<file path="src/rtl/uart_io_controller_pkg.sv">
// Shared constants for the UART I/O controller: register addresses, status-word
// bit positions and FSM state encodings.
package uart_io_controller_pkg;

  localparam int WIDTH = 32;

  localparam logic [15:0] UART_TX_ADDR   = 16'h00F0;
  localparam logic [15:0] UART_RX_ADDR   = 16'h00F1;
  localparam logic [15:0] UART_CTRL_ADDR = 16'h00F2;

  localparam int ST_RX_HEAD_LSB = 8;
  localparam int ST_TX_OVF      = 4;
  localparam int ST_RX_OVF      = 3;
  localparam int ST_TX_FULL     = 2;
  localparam int ST_TX_EMPTY    = 1;
  localparam int ST_RX_VALID    = 0;

  localparam logic [1:0] TX_IDLE = 2'd0;
  localparam logic [1:0] TX_HOLD = 2'd1;
  localparam logic [1:0] TX_WAIT = 2'd2;

  localparam logic [0:0] RX_IDLE = 1'b0;
  localparam logic [0:0] RX_ACK  = 1'b1;

  function automatic logic [WIDTH-1:0] build_status(input logic [7:0] rx_head,
                                                    input logic tx_ovf,
                                                    input logic rx_ovf,
                                                    input logic tx_full,
                                                    input logic tx_empty,
                                                    input logic rx_valid);
    logic [WIDTH-1:0] word;
    word = {WIDTH{1'b0}};
    word[ST_RX_HEAD_LSB +: 8] = rx_head;
    word[ST_TX_OVF]   = tx_ovf;
    word[ST_RX_OVF]   = rx_ovf;
    word[ST_TX_FULL]  = tx_full;
    word[ST_TX_EMPTY] = tx_empty;
    word[ST_RX_VALID] = rx_valid;
    return word;
  endfunction

endpackage

</file>
<file path="src/rtl/uart_io_controller_sync_fifo.sv">
// Synchronous FIFO with combinational head, flush, and look-ahead of the
// post-edge count and head so the owner can register status without extra latency.
module sync_fifo #(
  parameter int WIDTH = 8,
  parameter int DEPTH = 16
) (
  input  logic                       clock,
  input  logic                       active_low_reset,
  input  logic                       push,
  input  logic                       pop,
  input  logic                       flush,
  input  logic [WIDTH-1:0]           din,
  output logic [WIDTH-1:0]           dout,
  output logic                       full,
  output logic                       empty,
  output logic [$clog2(DEPTH):0]     count,
  output logic [$clog2(DEPTH):0]     count_next,
  output logic [WIDTH-1:0]           head_next
);

  localparam int AW = $clog2(DEPTH);
  localparam int CW = AW + 1;
  localparam logic [CW-1:0] C_ONE  = CW'(1'b1);
  localparam logic [CW-1:0] C_ZERO = {CW{1'b0}};
  localparam logic [CW-1:0] C_FULL = CW'(DEPTH);
  localparam logic [AW-1:0] A_ONE  = AW'(1'b1);
  localparam logic [AW-1:0] A_ZERO = {AW{1'b0}};

  logic [WIDTH-1:0] mem_r [DEPTH];
  logic [AW-1:0]    wr_ptr_r, rd_ptr_r, head_idx_s;
  logic [CW-1:0]    count_r;
  logic             push_s, pop_s;

  // A pop frees a slot in the same cycle, so a push into a full FIFO can still land.
  assign pop_s  = pop && (count_r != C_ZERO);
  assign push_s = push && ((count_r != C_FULL) || pop_s);

  assign count = count_r;
  assign full  = (count_r == C_FULL);
  assign empty = (count_r == C_ZERO);
  assign dout  = empty ? {WIDTH{1'b0}} : mem_r[rd_ptr_r];
  assign head_idx_s = rd_ptr_r + (pop_s ? A_ONE : A_ZERO);

  // Occupancy after the coming edge.
  always_comb begin
    count_next = count_r;
    if (flush) begin
      count_next = C_ZERO;
    end else if (push_s && !pop_s) begin
      count_next = count_r + C_ONE;
    end else if (pop_s && !push_s) begin
      count_next = count_r - C_ONE;
    end else begin
      count_next = count_r;
    end
  end

  // Head byte after the coming edge; the new head is the incoming byte when it lands in the head slot.
  always_comb begin
    head_next = {WIDTH{1'b0}};
    if (count_next == C_ZERO) begin
      head_next = {WIDTH{1'b0}};
    end else if (push_s && (head_idx_s == wr_ptr_r)) begin
      head_next = din;
    end else begin
      head_next = mem_r[head_idx_s];
    end
  end

  // Pointer and count state; flush overrides any same-cycle push or pop.
  always_ff @(posedge clock or negedge active_low_reset) begin
    if (!active_low_reset) begin
      wr_ptr_r <= A_ZERO;
      rd_ptr_r <= A_ZERO;
      count_r  <= C_ZERO;
    end else if (flush) begin
      wr_ptr_r <= A_ZERO;
      rd_ptr_r <= A_ZERO;
      count_r  <= C_ZERO;
    end else begin
      if (push_s) wr_ptr_r <= wr_ptr_r + A_ONE;
      if (pop_s)  rd_ptr_r <= rd_ptr_r + A_ONE;
      count_r <= count_next;
    end
  end

  // Storage array.
  always_ff @(posedge clock) begin
    if (push_s && !flush) mem_r[wr_ptr_r] <= din;
  end

endmodule

</file>
<file path="src/rtl/uart_io_controller.sv">
// Buffers j2 core I/O accesses to a buart: TX/RX FIFOs, handshake sequencers,
// and a registered status/data word returned on io_data_in.
module uart_io_controller
  import uart_io_controller_pkg::*;
#(
  parameter int          TX_DEPTH  = 16,
  parameter int          RX_DEPTH  = 16,
  parameter logic [15:0] TX_ADDR   = UART_TX_ADDR,
  parameter logic [15:0] RX_ADDR   = UART_RX_ADDR,
  parameter logic [15:0] CTRL_ADDR = UART_CTRL_ADDR
) (
  input  logic             clock,
  input  logic             active_low_reset,
  input  logic             io_write_enable,
  input  logic [15:0]      memory_address,
  input  logic [WIDTH-1:0] data,
  output logic [WIDTH-1:0] io_data_in,
  output logic             uart_wr,
  output logic [7:0]       uart_tx_data,
  input  logic             uart_busy,
  output logic             uart_rd,
  input  logic             uart_valid,
  input  logic [7:0]       uart_rx_data
);

  localparam int TX_CW = $clog2(TX_DEPTH) + 1;
  localparam int RX_CW = $clog2(RX_DEPTH) + 1;

  logic [1:0]       rst_sync_r;
  logic             rst_n_s;
  logic             wr_en_r;
  logic [15:0]      addr_r;
  logic [7:0]       byte_r;
  logic             tx_push_s, rx_pop_s, ctrl_s, clr_s, flush_s;
  logic             tx_issue_s, tx_drop_s, rx_take_s, rx_drop_s;
  logic             tx_ovf_r, rx_ovf_r, tx_ovf_next_s, rx_ovf_next_s;
  logic [1:0]       tx_state_r;
  logic [0:0]       rx_state_r;
  logic             uart_wr_r, uart_rd_r;
  logic [7:0]       uart_tx_data_r;
  logic [WIDTH-1:0] io_data_in_r;
  logic [7:0]       tx_head_s, tx_head_next_s, rx_dout_s, rx_head_next_s;
  logic             tx_full_s, tx_empty_s, rx_full_s, rx_empty_s;
  logic [TX_CW-1:0] tx_count_s, tx_count_next_s;
  logic [RX_CW-1:0] rx_count_s, rx_count_next_s;
  logic             unused_s;

  // Reset asserts asynchronously and releases on the second clock edge.
  always_ff @(posedge clock or negedge active_low_reset) begin
    if (!active_low_reset) rst_sync_r <= 2'b00;
    else                   rst_sync_r <= {rst_sync_r[0], 1'b1};
  end
  assign rst_n_s = rst_sync_r[1];

  // Core write strobe, address and low data byte are registered before decode.
  always_ff @(posedge clock or negedge rst_n_s) begin
    if (!rst_n_s) begin
      wr_en_r <= 1'b0;
      addr_r  <= 16'h0000;
      byte_r  <= 8'h00;
    end else begin
      wr_en_r <= io_write_enable;
      addr_r  <= memory_address;
      byte_r  <= data[7:0];
    end
  end

  assign tx_push_s  = wr_en_r && (addr_r == TX_ADDR);
  assign rx_pop_s   = wr_en_r && (addr_r == RX_ADDR);
  assign ctrl_s     = wr_en_r && (addr_r == CTRL_ADDR);
  assign clr_s      = ctrl_s && byte_r[0];
  assign flush_s    = ctrl_s && byte_r[1];
  assign tx_issue_s = (tx_state_r == TX_IDLE) && !tx_empty_s && !uart_busy;
  assign tx_drop_s  = tx_push_s && tx_full_s && !tx_issue_s;
  assign rx_take_s  = (rx_state_r == RX_IDLE) && uart_valid;
  assign rx_drop_s  = rx_take_s && rx_full_s && !rx_pop_s && !flush_s;

  // Sticky overflow flags: a set in the same cycle as a clear wins.
  always_comb begin
    tx_ovf_next_s = tx_ovf_r;
    rx_ovf_next_s = rx_ovf_r;
    if (tx_drop_s)  tx_ovf_next_s = 1'b1;
    else if (clr_s) tx_ovf_next_s = 1'b0;
    else            tx_ovf_next_s = tx_ovf_r;
    if (rx_drop_s)  rx_ovf_next_s = 1'b1;
    else if (clr_s) rx_ovf_next_s = 1'b0;
    else            rx_ovf_next_s = rx_ovf_r;
  end

  sync_fifo #(.WIDTH(8), .DEPTH(TX_DEPTH)) u_tx_fifo (
    .clock(clock), .active_low_reset(rst_n_s),
    .push(tx_push_s), .pop(tx_issue_s), .flush(flush_s), .din(byte_r),
    .dout(tx_head_s), .full(tx_full_s), .empty(tx_empty_s),
    .count(tx_count_s), .count_next(tx_count_next_s), .head_next(tx_head_next_s)
  );

  sync_fifo #(.WIDTH(8), .DEPTH(RX_DEPTH)) u_rx_fifo (
    .clock(clock), .active_low_reset(rst_n_s),
    .push(rx_take_s), .pop(rx_pop_s), .flush(flush_s), .din(uart_rx_data),
    .dout(rx_dout_s), .full(rx_full_s), .empty(rx_empty_s),
    .count(rx_count_s), .count_next(rx_count_next_s), .head_next(rx_head_next_s)
  );

  assign unused_s = ^{data[WIDTH-1:8], tx_count_s, tx_head_next_s, rx_dout_s, rx_empty_s, rx_count_s};

  // TX sequencer: issue a byte, give busy one cycle to rise, then wait for it to fall.
  always_ff @(posedge clock or negedge rst_n_s) begin
    if (!rst_n_s) begin
      tx_state_r     <= TX_IDLE;
      uart_wr_r      <= 1'b0;
      uart_tx_data_r <= 8'h00;
    end else begin
      uart_wr_r <= tx_issue_s;
      if (tx_issue_s) uart_tx_data_r <= tx_head_s;
      case (tx_state_r)
        TX_IDLE: if (tx_issue_s) tx_state_r <= TX_HOLD;
        TX_HOLD: tx_state_r <= TX_WAIT;
        TX_WAIT: if (!uart_busy) tx_state_r <= TX_IDLE;
        default: tx_state_r <= TX_IDLE;
      endcase
    end
  end

  // RX sequencer: acknowledge each byte, then skip a cycle while buart drops valid.
  always_ff @(posedge clock or negedge rst_n_s) begin
    if (!rst_n_s) begin
      rx_state_r <= RX_IDLE;
      uart_rd_r  <= 1'b0;
    end else begin
      uart_rd_r <= rx_take_s;
      case (rx_state_r)
        RX_IDLE: if (rx_take_s) rx_state_r <= RX_ACK;
        RX_ACK:  rx_state_r <= RX_IDLE;
        default: rx_state_r <= RX_IDLE;
      endcase
    end
  end

  // Flags and status word are built from post-edge FIFO state to save a cycle of latency.
  always_ff @(posedge clock or negedge rst_n_s) begin
    if (!rst_n_s) begin
      tx_ovf_r     <= 1'b0;
      rx_ovf_r     <= 1'b0;
      io_data_in_r <= build_status(8'h00, 1'b0, 1'b0, 1'b0, 1'b1, 1'b0);
    end else begin
      tx_ovf_r     <= tx_ovf_next_s;
      rx_ovf_r     <= rx_ovf_next_s;
      io_data_in_r <= build_status(rx_head_next_s, tx_ovf_next_s, rx_ovf_next_s,
                                   tx_count_next_s == TX_CW'(TX_DEPTH),
                                   tx_count_next_s == {TX_CW{1'b0}},
                                   rx_count_next_s != {RX_CW{1'b0}});
    end
  end

  assign io_data_in   = io_data_in_r;
  assign uart_wr      = uart_wr_r;
  assign uart_tx_data = uart_tx_data_r;
  assign uart_rd      = uart_rd_r;

endmodule
</file>
<file path="config.mk">
export PLATFORM = sky130hd
export DESIGN_NAME = uart_io_controller
export DESIGN_NICKNAME = d
export VERILOG_FILES = /design/src/rtl/uart_io_controller_pkg.sv /design/src/rtl/uart_io_controller_sync_fifo.sv /design/src/rtl/uart_io_controller.sv
export SDC_FILE = /design/constraint.sdc
export NUM_CORES = 1
export LEC_CHECK = 0
export CAP_MARGIN = 20
export CORE_MARGIN = 5
export CORE_UTILIZATION = 58
export CTS_CLUSTER_SIZE = 28
export DETAILED_ROUTE_END_ITERATION = 6
export PLACE_DENSITY = 0.84
export SLEW_MARGIN = 40
export SYNTH_ARGS = -nofsm -noshare
export SYNTH_HDL_FRONTEND = slang
export SYNTH_SLANG_ARGS = --single-unit
</file>
<file path="constraint.sdc">
create_clock -name clock -period 2.6 [get_ports clock]
set_input_delay 0.52 -clock clock [delete_from_list [all_inputs] [get_ports clock]]
set_output_delay 0.52 -clock clock [all_outputs]
set_load 0.01 [all_outputs]
</file>
==> results of run 1 <==
## report_power, final
group	leakage [nW]	internal (mW)	switching [mW]
clock network	0.534	2.69	2.03
registers	3.23	6.20	0.458
logic	2.32	1.90	1.68
total	6.08	10.8	4.17
## placed cells by master (no fill, tap or decap), types with 3 or more instances in the layout
| cell | n |
|---|---|
| clkdlybuf4s50_1 | 59 |
| a21oi_2 | 3 |
| mux4_2 | 80 |
| nor3_1 | 3 |
| xor2_1 | 7 |
| clkbuf_1 | 6 |
| inv_1 | 13 |
| nor4_4 | 3 |
| clkbuf_8 | 3 |
| conb_1 | 20 |
| clkbuf_16 | 36 |
| nand2_1 | 18 |
| mux2i_1 | 13 |
| nor2_1 | 28 |
| clkinv_1 | 4 |
| buf_4 | 62 |
| o21ai_0 | 7 |
| mux2_2 | 8 |
| edfxtp_1 | 256 |
| a21oi_1 | 11 |
| xnor2_2 | 3 |
| ha_1 | 15 |
| and3_1 | 5 |
| nand4_1 | 5 |
| ha_4 | 3 |
| xnor2_1 | 11 |
| dfrtp_1 | 75 |
| nand2b_1 | 4 |
| buf_12 | 42 |
| nor4b_4 | 3 |
| buf_6 | 7 |
| nor2_4 | 3 |
| clkinv_2 | 7 |
| nor2b_1 | 3 |
| nor2_2 | 4 |
| and2_4 | 10 |
| and2_1 | 21 |
| nand3_1 | 7 |
## sequential cells by signal (all words and copies together) (netlist names), 2 cells and up
| register | flops |
|---|---|
| u_tx_fifo.wr_ptr_r | 4 |
| u_rx_fifo.count | 5 |
| addr_r | 16 |
| byte_r | 8 |
| rst_sync_r | 2 |
| uart_tx_data | 8 |
| u_tx_fifo.mem_r | 128 |
| u_tx_fifo.count | 5 |
| io_data_in | 13 |
| tx_state_r | 2 |
| u_rx_fifo.wr_ptr_r | 4 |
| u_rx_fifo.mem_r | 128 |
| u_rx_fifo.rd_ptr_r | 4 |
| u_tx_fifo.rd_ptr_r | 4 |
## timing repair
action	CTS	global route
setup endpoints to repair	170	227
cloned	3	2
buffers inserted	9	17
pin swaps	6	15
gates resized for setup	16	38
## cell type report
type | instances | area, um2
tap | 319 | 399
inverter | 15 | 56.3
multi-input combinational | 344 | 3950
fill | 1245 | 6070
clock inverter | 16 | 125
clock buffer | 45 | 947
timing repair buffer | 173 | 2060
sequential | 334 | 9650
## routing by layer
layer,vias up,global-route usage [%]
li1,3163,-
met1,3930,29.5
met2,442,47.3
met3,105,4.51
met4,0,9.04
met5,-,0
## worst max-delay path: cells and delay by family, from the launching register on
kind,cells,cell delay [ps]
muxes,3,1210
and+or+nand+nor,3,640
buffers and inverters,3,370
DFF,1,400
AOI/OAI and AO/OA,1,70
adders and majority gates,2,490
## kinds of logic after synthesis
kind of cell / Yosys count
AOI/OAI and AO/OA: 38
xor gates and xnor gates: 23
adders and majority gates: 18
buffers and inverters: 64
DFF: 334
muxes: 103
other: 2
and+or+nand+nor: 141
## path summary, 6_finish.rpt
kind | to | slack [ps] | depth (start not counted)
max in group asynchronous | addr_r[13]$_DFF_PN0_ | 1640 | 1
setup / recovery | io_data_in[8]$_DFF_PN0_ | -710 | 12
setup reg to reg | io_data_in[8]$_DFF_PN0_ | -710 | 12
hold / removal | rst_sync_r[1]$_DFF_PN0_ | 180 | 1
min in group clock | rst_sync_r[1]$_DFF_PN0_ | 350 | 0
hold reg to reg | byte_r[7]$_DFF_PN0_ | 300 | 0
==> run summary, run 1 <==
fmax - 302 MHz
syn avg cell area - 18.8 um2
clk_lat worst skew - 520 ps
async set or reset register ratio after synthesis - 23.4%
layout cells sized above 1 - 34.1%
crit path time final - 3310 ps
Worst EP required - 2990 ps
met3 WL - 2.34 mm
vias after detailed routing - 7640
Final Hold Slack - 179 ps
Setup crit start - u_rx_fifo.count[0]$_DFF_PN0_
post-route setup slack - -709 ps
drt drc - 0
hpwl dp - 19.0 mm
TritonCTS clock tree - built
Synth top cells by count - edfxtp_1, mux4_2, dfrtp_1
largest area contributor in the netlist - edfxtp_1
Synth Area in Simple Gates - 6.31%
final non-filler cell total - 1246
clock-pin slew of the registers on the worst-case setup and hold paths - 60 ps
Antenna Cells - 0
clk buf depth - 3
CP peak stage delay - 530 ps
post-synth top area share - 56.6%
pre-CTS setup slack - -576 ps
Synth Warn # - 0
Root Buffer - clkbuf_16
clk sinks - 334
core area - 23300 um2
htree depth - 2
initial core utilization - 58.4%
slew at the pin closest to its max-slew limit - 675 ps
Area Overhead vs Synth - 26.6%
fin. max-slew vios - 0
failing checks - negative setup slack
mux cell area share after synthesis - 15.0%
drt via density - 6.13
Finished Core Util - 73.9%
most common cell in the synthesized netlist - edfxtp_1
register area share after synthesis - 71.0%
port bufs - 59
DRT iter0 DRCs - 696
Die Ht - 163 um
Post-Synthesis Cells - 723
Max Cap Viol - 0
Tcrit/Tclk final - 127%
final hold vios - 0
die footprint - 26600 um2
WL final - 33.9 mm
critical path launch point type - flop
uppermost layer routed - met4
dominant cells by area after synthesis - edfxtp_1, dfrtp_1, mux4_2
final setup vio count - 64
final antenna-violating net count - 0
Slew Limit Headroom - 55.0%
Synth Area in Compound Gates - 1.93%
placed cell areas - 15500 um2
Synth Register Bits - 334
outcome - complete, but fails checks
Worst setup EP type - flop
main combinational cell family by area after synthesis - multiplexers
first-pass GRT wire length - 49.3 mm
Setup TNS Final - -7540 ps
Post-Synthesis Cell Area - 13600 um2
worst min path class - input pin to asynchronous set/reset pin
Critical Path AT - 3690 ps
total power per unit cell area - 870 nW/um2
largest fanout on the critical path - 6
worst reg2reg path startpoint - u_rx_fifo.count[0]$_DFF_PN0_
std cell rows - 56
antenna violations before repair - 0
WL/cell - 27.2 um
Tot GR Track Use - 25.4%
global route total overflow - 0
layout net count - 981
adder-cell share of the synthesized area - 1.66%
I/O Pins - 103
largest net degree at the start of global routing - 42
routed wl met2 - 18.8 mm
first-pass iteration count of the detailed router - 5
Main synth FF type - edfxtp_1
Clock Skews - 28.1 ps
CTS buffer count - 34
post-synthesis xor/xnor area fraction - 1.54%
design area - 17200 um2
Post-CTS Hold Buffers - 0
RSZ-0062 raised after global routing - yes
slowest CP cell - mux4_2
DP Cell Count - 1156
worst path cell trace - inv_2 > ha_4 > or4b_4 > nand3_4 > nor2_4 > ha_4 > buf_4 > clkbuf_16 > mux4_2 > mux4_2 > mux2i_1 > a21oi_1
gpl congestion - 0.863
EDFF count, synth - 256
leakage power - 6.08 nW
Synth cell types - 61
CP Class - flop to flop
number of global-route vias before repair - 7933
Worst VDD drop - 0.000716 V
die width - 163 um
DRT met1 WL - 11.4 mm
PnR Total Power - 15.0 mW
Note: power is estimated with default switching activity, not from simulation.
==> run 2, diff against run 1 <==
--- a/config.mk
+++ b/config.mk
@@ -5,8 +5,8 @@
 export SDC_FILE = /design/constraint.sdc
 export NUM_CORES = 1
 export LEC_CHECK = 0
-export CAP_MARGIN = 20
-export CORE_MARGIN = 5
+export CAP_MARGIN = 0
+export CORE_MARGIN = 2
 export CORE_UTILIZATION = 58
 export CTS_CLUSTER_SIZE = 28
 export DETAILED_ROUTE_END_ITERATION = 6
==> run 2 against run 1 <==
Compared with the run above:
- the run still ends with negative setup slack left
- sequential share of layout area grew 0.82 points
- maximum frequency fell by 1.5%
- setup slack worse by 49 ps
- worst hold slack better by 4.7 ps
- first-iteration DRC count rose by 15%
- sequential cell count unchanged
- cell count fell by 1.6%
- core utilization increased by 0.48 points
- wire length down 3.6%
- clock skew down 5.0 ps
- critical path type unchanged
- largest cell class unchanged
==> run summary, run 2 (same netlist as run 1, synthesis figures left out) <==
outcome - complete, but fails checks
failing checks - negative setup slack
sw frac - 26.8%
die width - 157 um
CP Class - flop to flop
final antenna-violating net count - 0
largest net degree at the start of global routing - 44
Clock power frac - 32.8%
final setup vio count - 10
P_int - 11.1 mW
PnR Total Power - 15.2 mW
port bufs - 59
combinational power share - 23.4%
Critical Path AT - 3740 ps
drt drc - 0
final hold vios - 0
core area - 22800 um2
Die Ht - 157 um
slew at the pin closest to its max-slew limit - 778 ps
first-pass iteration count of the detailed router - 5
fmax - 298 MHz
Sw Pwr - 4.07 mW
first-pass GRT wire length - 47.4 mm
Root Buffer - clkbuf_16
gpl congestion - 0.911
DP Cell Count - 1149
post-route setup slack - -758 ps
worst min path class - input pin to asynchronous set/reset pin
clk buf depth - 3
final non-filler cell total - 1226
commonest non-fill, non-tap cells in the layout - edfxtp_1, mux4_2, dfrtp_1, buf_4, clkdlybuf4s50_1
clk sinks - 334
total power per unit cell area - 898 nW/um2
largest fanout on the critical path - 8
layout net count - 967
Worst VDD drop - 0.000456 V
Max Cap Viol - 0
I/O Pins - 103
commonest non-fill, non-tap cell in the layout - edfxtp_1
WL final - 32.7 mm
leakage power - 5.98 nW
die footprint - 24600 um2
DRT iter0 DRCs - 799
drt via density - 6.20
Tot GR Track Use - 26.8%
layout cells sized above 1 - 32.0%
sequential share of power - 43.7%
TritonCTS clock tree - built
number of global-route vias before repair - 7795
RSZ-0062 raised after global routing - yes
global route total overflow - 0
hpwl dp - 18.4 mm
Antenna Cells - 0
Worst setup EP type - flop
CTS buffer count - 34
clock-pin slew of the registers on the worst-case setup and hold paths - 70 ps
vias after detailed routing - 7597
std cell rows - 55
Area Overhead vs Synth - 24.8%
clk_lat worst skew - 510 ps
Slew Limit Headroom - 48.1%
WL/cell - 26.6 um
crit path time final - 3360 ps
Tcrit/Tclk final - 129%
top flop regs - u_rx_fifo.mem_r (128), u_tx_fifo.mem_r (128), addr_r (16)
Clock Skews - 23.1 ps
antenna violations before repair - 0
critical path launch point type - flop
htree depth - 2
initial core utilization - 59.6%
Worst EP required - 2980 ps
Post-CTS Hold Buffers - 0
fin. max-slew vios - 0
-- run 2: cell count changes in the layout (fill, tap and decap cells not counted), sizes merged --
cell      delta
bufinv       +4
buf         -12
clkinvlp     +1
clkbuf       -1
clkinv       -2
bufbuf       -1
a21o         -1
inv          -2
-- run 2: power groups by stage --
stage / registers, mW / clock network [mW] / logic, mW
3_5_place_dp: 6.70 / 0 / 3.19
6_report: 6.65 / 5.00 / 3.56
5_1_grt: 6.69 / 5.24 / 3.79
3_3_place_gp: 6.65 / 0 / 3.05
2_1_floorplan: 6.58 / 0 / 2.04
4_1_cts: 6.61 / 5.05 / 3.32
-- run 2: layout make-up --
| class | instances | area (um2) |
|---|---|---|
| Sequential cell | 334 | 9650 |
| Fill cell | 1183 | 5840 |
| Multi-Input combinational cell | 343 | 3880 |
| Timing Repair Buffer | 160 | 1820 |
| Clock buffer | 44 | 930 |
| Tap cell | 313 | 392 |
| Clock inverter | 17 | 211 |
| Inverter | 15 | 56.3 |
-- run 2: timing repair --
| action | CTS | global route |
|---|---|---|
| pin swaps | 3 | 11 |
| endpoints found under the setup margin | 49 | 203 |
| gates cloned | 1 | 1 |
| resized for setup | 13 | 31 |
| endpoints found under the hold margin | 0 | 0 |
| setup buffers | 7 | 9 |
-- run 2: path summary, 6_finish.rpt --
check / to / slack (ps) / from / cells past startpoint
worst max register to register: io_data_in[8]$_DFF_PN0_ / -760 / u_rx_fifo.count[1]$_DFF_PN0_ / 12
worst max-delay path: io_data_in[8]$_DFF_PN0_ / -760 / u_rx_fifo.count[1]$_DFF_PN0_ / 12
min in group clock: rst_sync_r[1]$_DFF_PN0_ / 350 / rst_sync_r[0]$_DFF_PN0_ / 0
max in group asynchronous: io_data_in[1]$_DFF_PN1_ / 1630 / rst_sync_r[1]$_DFF_PN0_ / 1
worst min-delay path: rst_sync_r[0]$_DFF_PN0_ / 180 / active_low_reset / 1
worst min register to register: u_rx_fifo.wr_ptr_r[3]$_DFFE_PN0P_ / 290 / rst_sync_r[1]$_DFF_PN0_ / 0
-- run 2: worst max-delay path, cell delays in order (launching register included) --
cell,delay [ps]
dfrtp_1,410
inv_2,90
ha_4,120
or4b_4,480
nand3_4,120
nor2_4,50
ha_4,370
buf_12,170
buf_4,130
mux4_2,520
mux4_2,480
mux2i_1,200
a21oi_1,100
-- run 2: through the flow --
| step | TNS [ps] | setup slack [ps] | instance area (um2) | utilization (%) | hold slack [ps] |
|---|---|---|---|---|---|
| 3_3_place_gp | -19160 | -470 | 15400 | 67.8 | 313 |
| 6_report | -5160 | -758 | 16900 | 74.4 | 184 |
| 2_1_floorplan | -4100 | -512 | 13800 | - | 224 |
| 5_1_grt | -8220 | -802 | 16900 | 74.4 | 176 |
| 3_5_place_dp | -31870 | -586 | 15400 | 67.8 | 325 |
| 4_1_cts | -4560 | -628 | 16700 | 73.4 | 175 |
-- run 2: layer usage --
| metal | track usage, % | vias to the layer above | routed length [um] |
|---|---|---|---|
| li1 | - | 3130 | - |
| met1 | 32.9 | 3976 | 11700 |
| met2 | 47.5 | 406 | 17200 |
| met3 | 5.64 | 85 | 2500 |
| met4 | 8.96 | 0 | 1180 |
| met5 | 0 | - | 0 |
==> run 3, diff against run 2 <==
--- a/config.mk
+++ b/config.mk
@@ -7,11 +7,13 @@
 export LEC_CHECK = 0
 export CAP_MARGIN = 0
 export CORE_MARGIN = 2
-export CORE_UTILIZATION = 58
+export CORE_UTILIZATION = 60
 export CTS_CLUSTER_SIZE = 28
 export DETAILED_ROUTE_END_ITERATION = 6
-export PLACE_DENSITY = 0.84
+export PLACE_DENSITY = 0.86
 export SLEW_MARGIN = 40
 export SYNTH_ARGS = -nofsm -noshare
 export SYNTH_HDL_FRONTEND = slang
+export SYNTH_HIERARCHICAL = 1
 export SYNTH_SLANG_ARGS = --single-unit
+export TNS_END_PERCENT = 5
==> run 3 against run 2 <==
Compared with the run above:
- clock power decreased by 2%
- critical path type unchanged
- global-route usage decreased by 0.10 points
- synthesized cell count increased by 11%
- largest power group unchanged
- the run still ends with negative setup slack left
==> run summary, run 3 <==
number of global-route vias before repair - 8308
drt drc - 0
worst min path class - input pin to asynchronous set/reset pin
Max Cap Viol - 0
Post-Synthesis Cells - 800
final antenna-violating net count - 0
port bufs - 59
R2R Setup Slk - -570 ps
layout cells sized above 1 - 29.1%
critical path launch point type - flop
Reg area - 9670 um2
WL/cell - 25.0 um
Fillers - 1177
R2R depth - 11
worst path cell trace - nor4bb_2 > nand4_1 > nor2_2 > nor2b_4 > buf_6 > ha_4 > buf_12 > mux4_2 > mux4_2 > mux2i_1 > a21oi_1
leakage power - 6.07 nW
Area Overhead vs Synth - 22.4%
post-route setup slack - -565 ps
Crit path depth - 11
DRT iter0 DRCs - 643
slew at the pin closest to its max-slew limit - 712 ps
WL final - 31.5 mm
DP Cell Count - 1191
worst reg2reg path startpoint - addr_r[2]$_DFF_PN0_
Slew Limit Headroom - 52.4%
CTS buffer count - 34
crit path time final - 3170 ps
top flop regs - u_rx_fifo/mem_r (128), u_tx_fifo/mem_r (128), addr_r (16)
Tot GR Track Use - 26.7%
failing checks - negative setup slack
RSZ-0062 raised after global routing - yes
gpl congestion - 0.831
vias after detailed routing - 7885
Critical Path AT - 3560 ps
clock-pin slew of the registers on the worst-case setup and hold paths - 60 ps
layout net count - 1027
reg2reg end - io_data_in[11]$_DFF_PN0_
largest fanout on the critical path - 12
Clock Skews - 21.7 ps
Die Ht - 155 um
clk sinks - 335
total power per unit cell area - 906 nW/um2
cell family with most CP delay - multiplexers
multi-input logic area - 3900 um2
syn avg cell area - 17.1 um2
commonest non-fill, non-tap cell in the layout - edfxtp_1
drt via density - 6.26
Root Buffer - clkbuf_16
I/O Pins - 103
clk buf depth - 3
slowest CP cell - mux4_2
Worst EP required - 3000 ps
hpwl dp - 18.6 mm
die footprint - 24100 um2
initial core utilization - 60.9%
global route total overflow - 0
first-pass iteration count of the detailed router - 5
final hold vios - 0
outcome - complete, but fails checks
Post-Synthesis Cell Area - 13700 um2
final setup vio count - 69
Worst setup EP type - flop
std cell rows - 55
Tcrit/Tclk final - 122%
TritonCTS clock tree - built
CP peak stage delay - 530 ps
die width - 155 um
commonest non-fill, non-tap cells in the layout - edfxtp_1, dfrtp_1, buf_4, clkdlybuf4s50_1, mux4_2
largest net degree at the start of global routing - 52
Antenna Cells - 0
Setup TNS Final - -7690 ps
fin. max-slew vios - 0
Synth Warn # - 6
CP Class - flop to flop
Setup crit start - addr_r[2]$_DFF_PN0_
clk_lat worst skew - 520 ps
CP endpoint - io_data_in[11]$_DFF_PN0_
htree depth - 2
most frequent CP cell - mux4_2
Post-CTS Hold Buffers - 0
antenna violations before repair - 0
fmax - 316 MHz
CP Buf/Inv Count - 2
core area - 22500 um2
final non-filler cell total - 1260
pre-CTS setup slack - -546 ps
Worst VDD drop - 0.000644 V
first-pass GRT wire length - 47.9 mm
[run 3: worst min path at each step]
stage                     depth (start not counted)                       to  slack, ps
final                                             1  rst_sync_r[1]$_DFF_PN0_        170
after global routing                              1  rst_sync_r[1]$_DFF_PN0_        160
after CTS                                         1  rst_sync_r[1]$_DFF_PN0_        160
after detailed placement                          0  rst_sync_r[1]$_DFF_PN0_        340
after global placement                            0  rst_sync_r[1]$_DFF_PN0_        340
after floorplan                                   0  rst_sync_r[0]$_DFF_PN0_        220
[run 3: layer usage]
metal	track usage (%)	routed length [um]	part of all wire [%]	vias up
met5	0	0	0	-
met4	10.7	1180	3.8	0
met3	3.68	1800	5.7	99
met2	50.0	17600	56	401
met1	30.9	10900	35	4043
li1	-	-	-	3342
[run 3: cell type report]
| class | count | area share, % |
|---|---|---|
| tap | 285 | 2.13 |
| sequential | 335 | 57.7 |
| timing repair buffer | 164 | 9.78 |
| clock inverter | 11 | 0.761 |
| inverter | 16 | 0.358 |
| multi-input combinational | 399 | 23.3 |
| clock buffer | 50 | 6.04 |
[run 3: power by group]
| part | switching, mW | total, mW | internal (mW) | leakage (nW) |
|---|---|---|---|---|
| sequential | 0.373 | 6.59 | 6.21 | 3.25 |
| clock | 2.00 | 4.92 | 2.92 | 0.559 |
| combinational | 1.94 | 3.68 | 1.74 | 2.26 |
[run 3: worst reg2reg max path, cell delays in order, from the launching register on]
cell and delay (ps):
dfrtp_1 370, nor4bb_2 330, nand4_1 220, nor2_2 160, nor2b_4 160, buf_6 110, ha_4 220, buf_12 190
mux4_2 530, mux4_2 490, mux2i_1 210, a21oi_1 80
[run 3: metrics by stage]
stage          util, %  hold WS (ps)  power [mW]  cell area [um2]
6_report          74.5           169        15.2            16800
5_1_grt           74.5           162        15.7            16800
4_1_cts           73.9           161        15.2            16600
3_5_place_dp      67.9           339        10.1            15300
3_3_place_gp      67.9           338        9.97            15300
2_1_floorplan        -           224        8.85            13900
[run 3: timing repair]
action                                  in CTS  in global routing
pin swaps                                   10                  7
setup buffers                                4                  4
cloned                                       0                  1
endpoints found under the setup margin     267                273
gates resized for setup                     47                 27
